===== src/rtl/sdram_req_queue_module.sv =====
// -----------------------------------------------------------------------------
// sdram_req_queue_module
//   Request queue in front of an SDRAM controller stage. User requests
//   {write, address, data} are buffered in a small FIFO and issued one at a
//   time to the SDRAM stage with a registered write or read enable, held until
//   the stage pulses Done_Sig. Read data is returned with a one-cycle strobe.
//
// Parameters
//   DEPTH_LOG2   FIFO holds 2**DEPTH_LOG2 entries
//   TIMEOUT_CYC  watchdog limit in ISSUE clocks (only with SDRAM_REQ_TIMEOUT_EN)
//
// Build option
//   SDRAM_REQ_TIMEOUT_EN  when defined, an operation that sees no Done_Sig for
//                         TIMEOUT_CYC clocks is abandoned and Timeout_Sig is set
//                         (sticky). When undefined, ISSUE waits indefinitely
//                         and Timeout_Sig is tied to 0.
//
// Ports
//   CLK, RSTn            clock, asynchronous active-low reset
//   Req_Valid/Write/Addr/Data   user request (accepted when Req_Ready=1)
//   Req_Ready            FIFO not full
//   WrEN_Sig, RdEN_Sig   enables to the SDRAM stage (never both high)
//   BRC_Addr, WrData     address / write data to the SDRAM stage
//   Done_Sig             completion pulse from the SDRAM stage
//   Busy_Sig             SDRAM stage busy (init/refresh); blocks new issue
//   RdData               read data from the SDRAM stage
//   Rd_Valid, Rd_Data    one-cycle read-return strobe and data
//   Timeout_Sig          sticky watchdog flag
// -----------------------------------------------------------------------------
module sdram_req_queue_module #(
    parameter int unsigned DEPTH_LOG2  = 2,
    parameter int unsigned TIMEOUT_CYC = 1023
) (
    input  logic        CLK,
    input  logic        RSTn,
    input  logic        Req_Valid,
    input  logic        Req_Write,
    input  logic [21:0] Req_Addr,
    input  logic [15:0] Req_Data,
    output logic        Req_Ready,
    output logic        WrEN_Sig,
    output logic        RdEN_Sig,
    input  logic        Done_Sig,
    input  logic        Busy_Sig,
    output logic [21:0] BRC_Addr,
    output logic [15:0] WrData,
    input  logic [15:0] RdData,
    output logic        Rd_Valid,
    output logic [15:0] Rd_Data,
    output logic        Timeout_Sig
);

    localparam int unsigned          LP_DEPTH = 1 << DEPTH_LOG2;
    localparam logic [DEPTH_LOG2:0]  LP_FULL  = (DEPTH_LOG2 + 1)'(LP_DEPTH);

    typedef enum logic [1:0] {
        S_IDLE  = 2'd0,
        S_ISSUE = 2'd1,
        S_GAP   = 2'd2
    } t_state;

    t_state                 r_state;
    logic [38:0]            r_mem [0:LP_DEPTH-1];
    logic [DEPTH_LOG2-1:0]  r_wptr;
    logic [DEPTH_LOG2-1:0]  r_rptr;
    logic [DEPTH_LOG2:0]    r_count;
    logic                   r_wren;
    logic                   r_rden;
    logic [21:0]            r_addr;
    logic [15:0]            r_wdata;
    logic                   r_rd_valid;
    logic [15:0]            r_rd_data;

    logic                   w_push;
    logic                   w_pop;
    logic                   w_wd_expire;
    logic [38:0]            w_head;

    // Ready comes from the registered count only, so a pop in the same
    // cycle does not open a slot until the next cycle.
    assign Req_Ready = (r_count < LP_FULL);
    assign w_push    = Req_Valid & Req_Ready;
    // The head leaves the FIFO when its operation retires: completed by the
    // SDRAM stage or abandoned by the watchdog.
    assign w_pop     = (r_state == S_ISSUE) & (Done_Sig | w_wd_expire);
    assign w_head    = r_mem[r_rptr];

    // ---------------------------------------------------------------------
    // FIFO storage and pointers
    // ---------------------------------------------------------------------
    always_ff @(posedge CLK) begin
        if (w_push) begin
            r_mem[r_wptr] <= {Req_Write, Req_Addr, Req_Data};
        end
    end

    always_ff @(posedge CLK or negedge RSTn) begin
        if (!RSTn) begin
            r_wptr  <= '0;
            r_rptr  <= '0;
            r_count <= '0;
        end else begin
            if (w_push) begin
                r_wptr <= r_wptr + DEPTH_LOG2'(1);
            end
            if (w_pop) begin
                r_rptr <= r_rptr + DEPTH_LOG2'(1);
            end
            case ({w_push, w_pop})
                2'b10:   r_count <= r_count + (DEPTH_LOG2 + 1)'(1);
                2'b01:   r_count <= r_count - (DEPTH_LOG2 + 1)'(1);
                default: r_count <= r_count;
            endcase
        end
    end

    // ---------------------------------------------------------------------
    // Optional watchdog
    // ---------------------------------------------------------------------
`ifdef SDRAM_REQ_TIMEOUT_EN
    localparam int unsigned LP_WD_W = (TIMEOUT_CYC > 1) ? $clog2(TIMEOUT_CYC) : 1;

    logic [LP_WD_W-1:0] r_wdog;
    logic               r_timeout;

    // r_wdog holds the number of ISSUE clocks already elapsed; the check fires
    // on the TIMEOUT_CYC-th one. Done_Sig wins if both happen together.
    assign w_wd_expire = (r_state == S_ISSUE) && !Done_Sig &&
                         (r_wdog == LP_WD_W'(TIMEOUT_CYC - 1));
    assign Timeout_Sig = r_timeout;

    always_ff @(posedge CLK or negedge RSTn) begin
        if (!RSTn) begin
            r_wdog    <= '0;
            r_timeout <= 1'b0;
        end else begin
            if (r_state != S_ISSUE) begin
                r_wdog <= '0;
            end else if (!Done_Sig) begin
                r_wdog <= r_wdog + LP_WD_W'(1);
            end
            if (w_wd_expire) begin
                r_timeout <= 1'b1;
            end
        end
    end
`else
    logic w_unused_timeout;

    assign w_wd_expire      = 1'b0;
    assign Timeout_Sig      = 1'b0;
    assign w_unused_timeout = ^TIMEOUT_CYC;
`endif

    // ---------------------------------------------------------------------
    // Issue state machine with registered outputs
    // ---------------------------------------------------------------------
    always_ff @(posedge CLK or negedge RSTn) begin
        if (!RSTn) begin
            r_state    <= S_IDLE;
            r_wren     <= 1'b0;
            r_rden     <= 1'b0;
            r_addr     <= '0;
            r_wdata    <= '0;
            r_rd_valid <= 1'b0;
            r_rd_data  <= '0;
        end else begin
            r_rd_valid <= 1'b0;
            case (r_state)
                S_IDLE: begin
                    if ((r_count != '0) && !Busy_Sig) begin
                        r_state <= S_ISSUE;
                        r_wren  <= w_head[38];
                        r_rden  <= ~w_head[38];
                        r_addr  <= w_head[37:16];
                        r_wdata <= w_head[15:0];
                    end
                end
                S_ISSUE: begin
                    if (Done_Sig) begin
                        r_state <= S_GAP;
                        r_wren  <= 1'b0;
                        r_rden  <= 1'b0;
                        if (r_rden) begin
                            r_rd_valid <= 1'b1;
                            r_rd_data  <= RdData;
                        end
                    end else if (w_wd_expire) begin
                        r_state <= S_GAP;
                        r_wren  <= 1'b0;
                        r_rden  <= 1'b0;
                    end
                end
                S_GAP: begin
                    r_state <= S_IDLE;
                end
                default: begin
                    r_state <= S_IDLE;
                    r_wren  <= 1'b0;
                    r_rden  <= 1'b0;
                end
            endcase
        end
    end

    assign WrEN_Sig = r_wren;
    assign RdEN_Sig = r_rden;
    assign BRC_Addr = r_addr;
    assign WrData   = r_wdata;
    assign Rd_Valid = r_rd_valid;
    assign Rd_Data  = r_rd_data;

endmodule


===== config.mk =====
export PLATFORM = sky130hd
export DESIGN_NAME = sdram_req_queue_module
export DESIGN_NICKNAME = d
export VERILOG_FILES = /design/src/rtl/sdram_req_queue_module.sv
export SDC_FILE = /design/constraint.sdc
export NUM_CORES = 1
export LEC_CHECK = 0
export CAP_MARGIN = 10
export CORE_MARGIN = 5
export CORE_UTILIZATION = 51
export CTS_BUF_LIST = sky130_fd_sc_hd__clkbuf_4
export CTS_CLUSTER_SIZE = 24
export DETAILED_ROUTE_END_ITERATION = 10
export PLACE_DENSITY = 0.78
export SLEW_MARGIN = 20
export SYNTH_ARGS = -nofsm -noshare
export SYNTH_HDL_FRONTEND = slang
export SYNTH_SLANG_ARGS = --single-unit

===== constraint.sdc =====
create_clock -name CLK -period 1.9 [get_ports CLK]
set_input_delay 0.19 -clock CLK [delete_from_list [all_inputs] [get_ports CLK]]
set_output_delay 0.19 -clock CLK [all_outputs]
set_load 0.01 [all_outputs]

# After elaboration in Yosys (flattened, before gate mapping)
# Memory sizes are Yosys's and may differ from the RTL's.
# Cells that the tools add are included.
# totals
reg_bits	66
output_inout_bits	59
memories	1
ramBits	156
word_cells	49
input_bits	60
# op_classes
order_cmp	1
bitwise	4
n_reduce_logical	9
mux	14
n_addsub	4
n_eq_ne	6
# mem_list
memory	depth	width	read_ports	rd_ports_with_merged_regs	wr	line_no	rtl
r_mem	4	39	1	0	1	63	logic [38:0] r_mem [0:LP_DEPTH-1];
# ops
operator	count
$mux 1	8
$pmux 1 s3	2
$pmux 3 s2	1
$reduce_and 3->1	2
$add 2x1->2 const B	2
$eq 2x1->1 const B	2
$eq 2x2->1 const B	2
$mux 2	2
$ne 2x2->1 const B	2
$pmux 2 s2	1
$reduce_and 2->1	2
$add 3x1->3 const B	1
$lt 3x3->1 const B	1
$reduce_bool 3->1	1
$sub 3x1->3 const B	1
$and 1x1->1	2
$logic_not 2->1	1
$not 1->1	2
$reduce_bool 2->1	1
$logic_and 1x1->1	1
$logic_not 1->1	1

# Logic depth before layout (Yosys ltp)
# logic_depth
depth_word	4
depth_mapped	9
ltp_nobuf	8

# Worst setup path after synthesis
# No wires, ideal clock.
# synth_timing
path_type	register -> register
start	reg r_count[2]
end	mem r_mem[0][0], enable pin
n_path_buf	1
stages_incl_launch_ff	4
setup_ns	0.400
path_slack_ns	-0.179
arrival_ns	1.679
path_cell_list	dfrtp_1 -> nor2b_1 -> clkbuf_1 -> and2_1
# synth_via
elab_chain_cells	4
# synth_rtl
item	line_no	rtl
start, declared	66	logic [DEPTH_LOG2:0] r_count;
start signal, assigned	110	2'b10: r_count <= r_count + (DEPTH_LOG2 + 1)'(1);
start signal, assigned	111	2'b01: r_count <= r_count - (DEPTH_LOG2 + 1)'(1);
start signal, assigned	112	default: r_count <= r_count;
$lt 3x3->1	81	assign Req_Ready = (r_count < LP_FULL);
$and 1x1->1	82	assign w_push = Req_Valid & Req_Ready;
$mux 1	92	if (w_push) begin
$mux 1 (not written as such)	93	r_mem[r_wptr] <= {Req_Write, Req_Addr, Req_Data};
end, declared	63	
# No other way between the ends.

# Worst setup path in the final report
# layout_timing
start	reg r_state[1]
end	reg r_count[2]
# layout_via
elab_chain_cells	4
word_cells_on_any_way	6
# layout_rtl
item	line_no	rtl
start, declared	62	t_state r_state;
start signal, assigned	160	r_state <= S_IDLE;
start signal, assigned	172	r_state <= S_ISSUE;
start signal, assigned	181	r_state <= S_GAP;
$eq 2x1->1 *	85	assign w_pop = (r_state == S_ISSUE) & (Done_Sig | w_wd_expire);
$and 1x1->1 *	85	
$eq 2x1->1 or $eq 2x2->1 (tied branches)	109	case ({w_push, w_pop})
$pmux 3 s2 or $reduce_bool 2->1 (tied branches)	-	
# Mark *: on every way between the ends. The rest lies on a longest branch, timed or not.
# A chain may end at the register's enable or synchronous reset.

==> run_results.csv <==
group,metric,value,unit
run_status,outcome,"complete, no violations",
floorplanning,die_h,139,um
placement,place_ws,-112,ps
global_route,grt_first_pass_wirelength,24.8,mm
yosys,synth_area,8470,um2
power_and_ir_drop,powerDensity,1530,nW/um2
final_layout,nNetsFinal,618,
floorplanning,die_w,139,um
global_route,grt_pass1_vias,4602,
final_layout,insertedDiodeCount,0,
routing,routedWlPerCell,18.9,um
critical_path,path_buf_inv,1,
timing,tightestPinTransition,511,ps
critical_path,critPathKind,"flop to flop",
timing,setup_ws,124,ps
floorplanning,core_area,16500,um2
clocking,cts_buffers,54,
routing,antenna_left,0,
clocking,cts.htree.levels,2,
critical_path,slowest_stage,"dfrtp_2",
routing,vias,4141,
timing,layout_min_cycle_time,1780,ps
yosys,synth.avg_cell_area,22.5,um2
clocking,ctsLongestPathBuffers,3,
global_route,antenna_found_initial,0,
timing,holdWs,104,ps
routing,vias_per_cell,5.07,
placement,place_hpwl,9.57,mm
timing,fmax,563,MHz
global_route,grt-ovfl-total,0,
critical_path,cpLargestDelayFamily,"adder cells",
critical_path,worstSetupStartpointType,"flop",
clocking,root_buffer,"clkbuf_4",
floorplanning,start_util,0.514,
worst_hold_path,hold_path_class,"primary input to asynchronous set/reset pin",
timing,rsz0062_at_grt,"no",
floorplanning,dieArea,19300,um2
critical_path,path_cells,"and3b_1 -> ha_1 -> inv_1 -> fa_1 -> xor2_1 -> nor2_1 -> xnor2_1",
floorplanning,std_cell_rows,47,
yosys,synth_top_area_cell,"edfxtp_1",
floorplanning,ios,119,
final_layout,area_growth,27.5,%
critical_path,endpoint_kind,"flop",
power_and_ir_drop,leakagePower,4.07,nW
critical_path,max_stage_delay,440,ps
placement,io_buffers,117,
timing,relSlewSlack,0.659,
clocking,clk_latency,620,ps
global_route,grt_max_degree,37,
yosys,synthTopCellsByArea,"edfxtp_1 (55%), dfrtp_1 (19%), mux4_2 (10%), mux2_4 (7.8%), buf_6 (1.3%)",
global_route,grt_util_all_layers,0.164,
power_and_ir_drop,finalPower,0.0165,W
power_and_ir_drop,ir_worst_vdd,0.000735,V
routing,routed_wl,15.4,mm
timing,min_period_over_period,0.935,
yosys,synth-seq-area-share,0.748,
routing,dr.pass1.iters,5,
timing,skew,17.0,ps
timing,timing_hold_violations_final,0,
timing,slew_viol_final,0,
placement,gp_congestion,0.735,
critical_path,required,2430,ps
yosys,synthDistinctLibCells,28,
critical_path,cp_max_fo,5,
yosys,yosysTopAreaCellShare,0.553,
yosys,yosys_warnings,0,
yosys,synth-seq-cells,222,
clocking,path_clk_slew,70,ps
timing,setup_viol,0,
routing,initialDrtViolationCount,170,
run,cap_violations,0,
final_layout,drive_gt1_frac,0.353,
yosys,synthCells,376,
routing,drcViolationCount,0,
critical_path,critPathArrivalTime,2300,ps
clocking,numClockSinks,222,
clocking,cts_tree,"built",
yosys,syn_nets,442,
-- per-layer routing --
| layer | track usage | up-vias | wire length [um] |
|---|---|---|---|
| met5 | 0 | - | 0 |
| met4 | 0.0453 | 0 | 121 |
| met3 | 0.0538 | 9 | 955 |
| met2 | 0.265 | 127 | 7610 |
| met1 | 0.216 | 2126 | 6760 |
| li1 | - | 1879 | - |
-- stage by stage --
stage          instance area [um2]  TNS [ps]  instances   util
3_3_place_gp                 10100     -39.8        715  0.612
5_1_grt                      10800         0        817  0.656
2_1_floorplan                 8480         0        376      -
3_5_place_dp                 10100      -112        715  0.612
6_report                     10800         0        817  0.656
4_1_cts                      10800         0        817  0.655
-- flip-flops by register name, summed over array words and instances, names as in the netlist --
register,cells
WrEN_Sig,1
r_wptr,2
RdEN_Sig,1
Rd_Valid,1
BRC_Addr,22
Rd_Data,16
WrData,16
r_state,2
r_count,3
r_mem,156
r_rptr,2
-- placed cells by master (no fill, tap or decap), types with 4 or more instances in the layout --
master / Yosys / layout
edfxtp_1: 156 / 156
clkdlybuf4s50_1: 0 / 114
clkbuf_4: 0 / 85
dfrtp_1: 66 / 63
mux2_4: 44 / 44
mux4_2: 38 / 38
buf_12: 0 / 13
clkinv_1: 0 / 12
mux2_2: 10 / 10
inv_1: 9 / 9
buf_4: 2 / 7
ha_1: 5 / 5
and2_2: 0 / 4
nand2_1: 4 / 4
xnor2_1: 4 / 4
-- power by group --
group / total [W] / internal, W / leakage [nW] / switching, W
clock: 0.00380 / 0.00204 / 0.426 / 0.00176
combinational: 0.00569 / 0.00348 / 1.44 / 0.00221
sequential: 0.00699 / 0.00643 / 2.20 / 0.000558
total: 0.0165 / 0.0120 / 4.07 / 0.00453
-- cell type report --
type	instances	area, um2
flip-flops and latches	222	6340
fillers	1099	5670
multi-input cells	128	1960
repair buffers	137	1490
clock buffers	85	638
well taps	220	275
clock inverters	16	63.8
inverters	9	33.8
-- timing repair --
item	CTS	global route
endpoints found under the setup margin	1	2
hold buffers	1	0
resized for setup	1	2
hold endpoints to repair	44	0
setup buffers	0	0
-- synth_stat cells (all sizes together) --
| library cell | count |
|---|---|
| and2 | 4 |
| and3b | 2 |
| buf | 13 |
| clkbuf | 4 |
| conb | 1 |
| dfrtp | 66 |
| edfxtp | 156 |
| fa | 1 |
| ha | 5 |
| inv | 9 |
| mux2 | 54 |
| mux2i | 3 |
| mux4 | 39 |
| nand2 | 5 |
| nor2 | 1 |
| nor2b | 1 |
| nor3 | 1 |
| nor3b | 1 |
| nor4 | 1 |
| o21ai | 2 |
| or2 | 1 |
| xnor2 | 4 |
| xor2 | 2 |
-- logic make-up after synthesis --
kind of cell / after synthesis / synth area share
AO/OA/AOI/OAI: 2 / 0.00118
buffers and inverters: 26 / 0.0214
adder cells (fa/ha/maj): 6 / 0.00975
flip-flops: 222 / 0.748
AND/OR/NAND/NOR: 17 / 0.0140
other: 1 / 0.000443
multiplexers: 96 / 0.199
XOR/XNOR: 6 / 0.00620
-- final timing paths --
check	start	endpoint	slack, ps	cells after the start
setup / recovery	r_state[1]	r_count[2]	120	7
hold / removal	RSTn	Rd_Data[5]	100	2
setup reg to reg	r_state[1]	r_count[2]	120	7
hold reg to reg	r_count[0]	r_count[0]	500	1
max in group asynchronous	RSTn	Rd_Data[15]	1080	3
min in group CLK	RdData[0]	Rd_Data[0]	200	2
(Power assumes the default switching activity.)
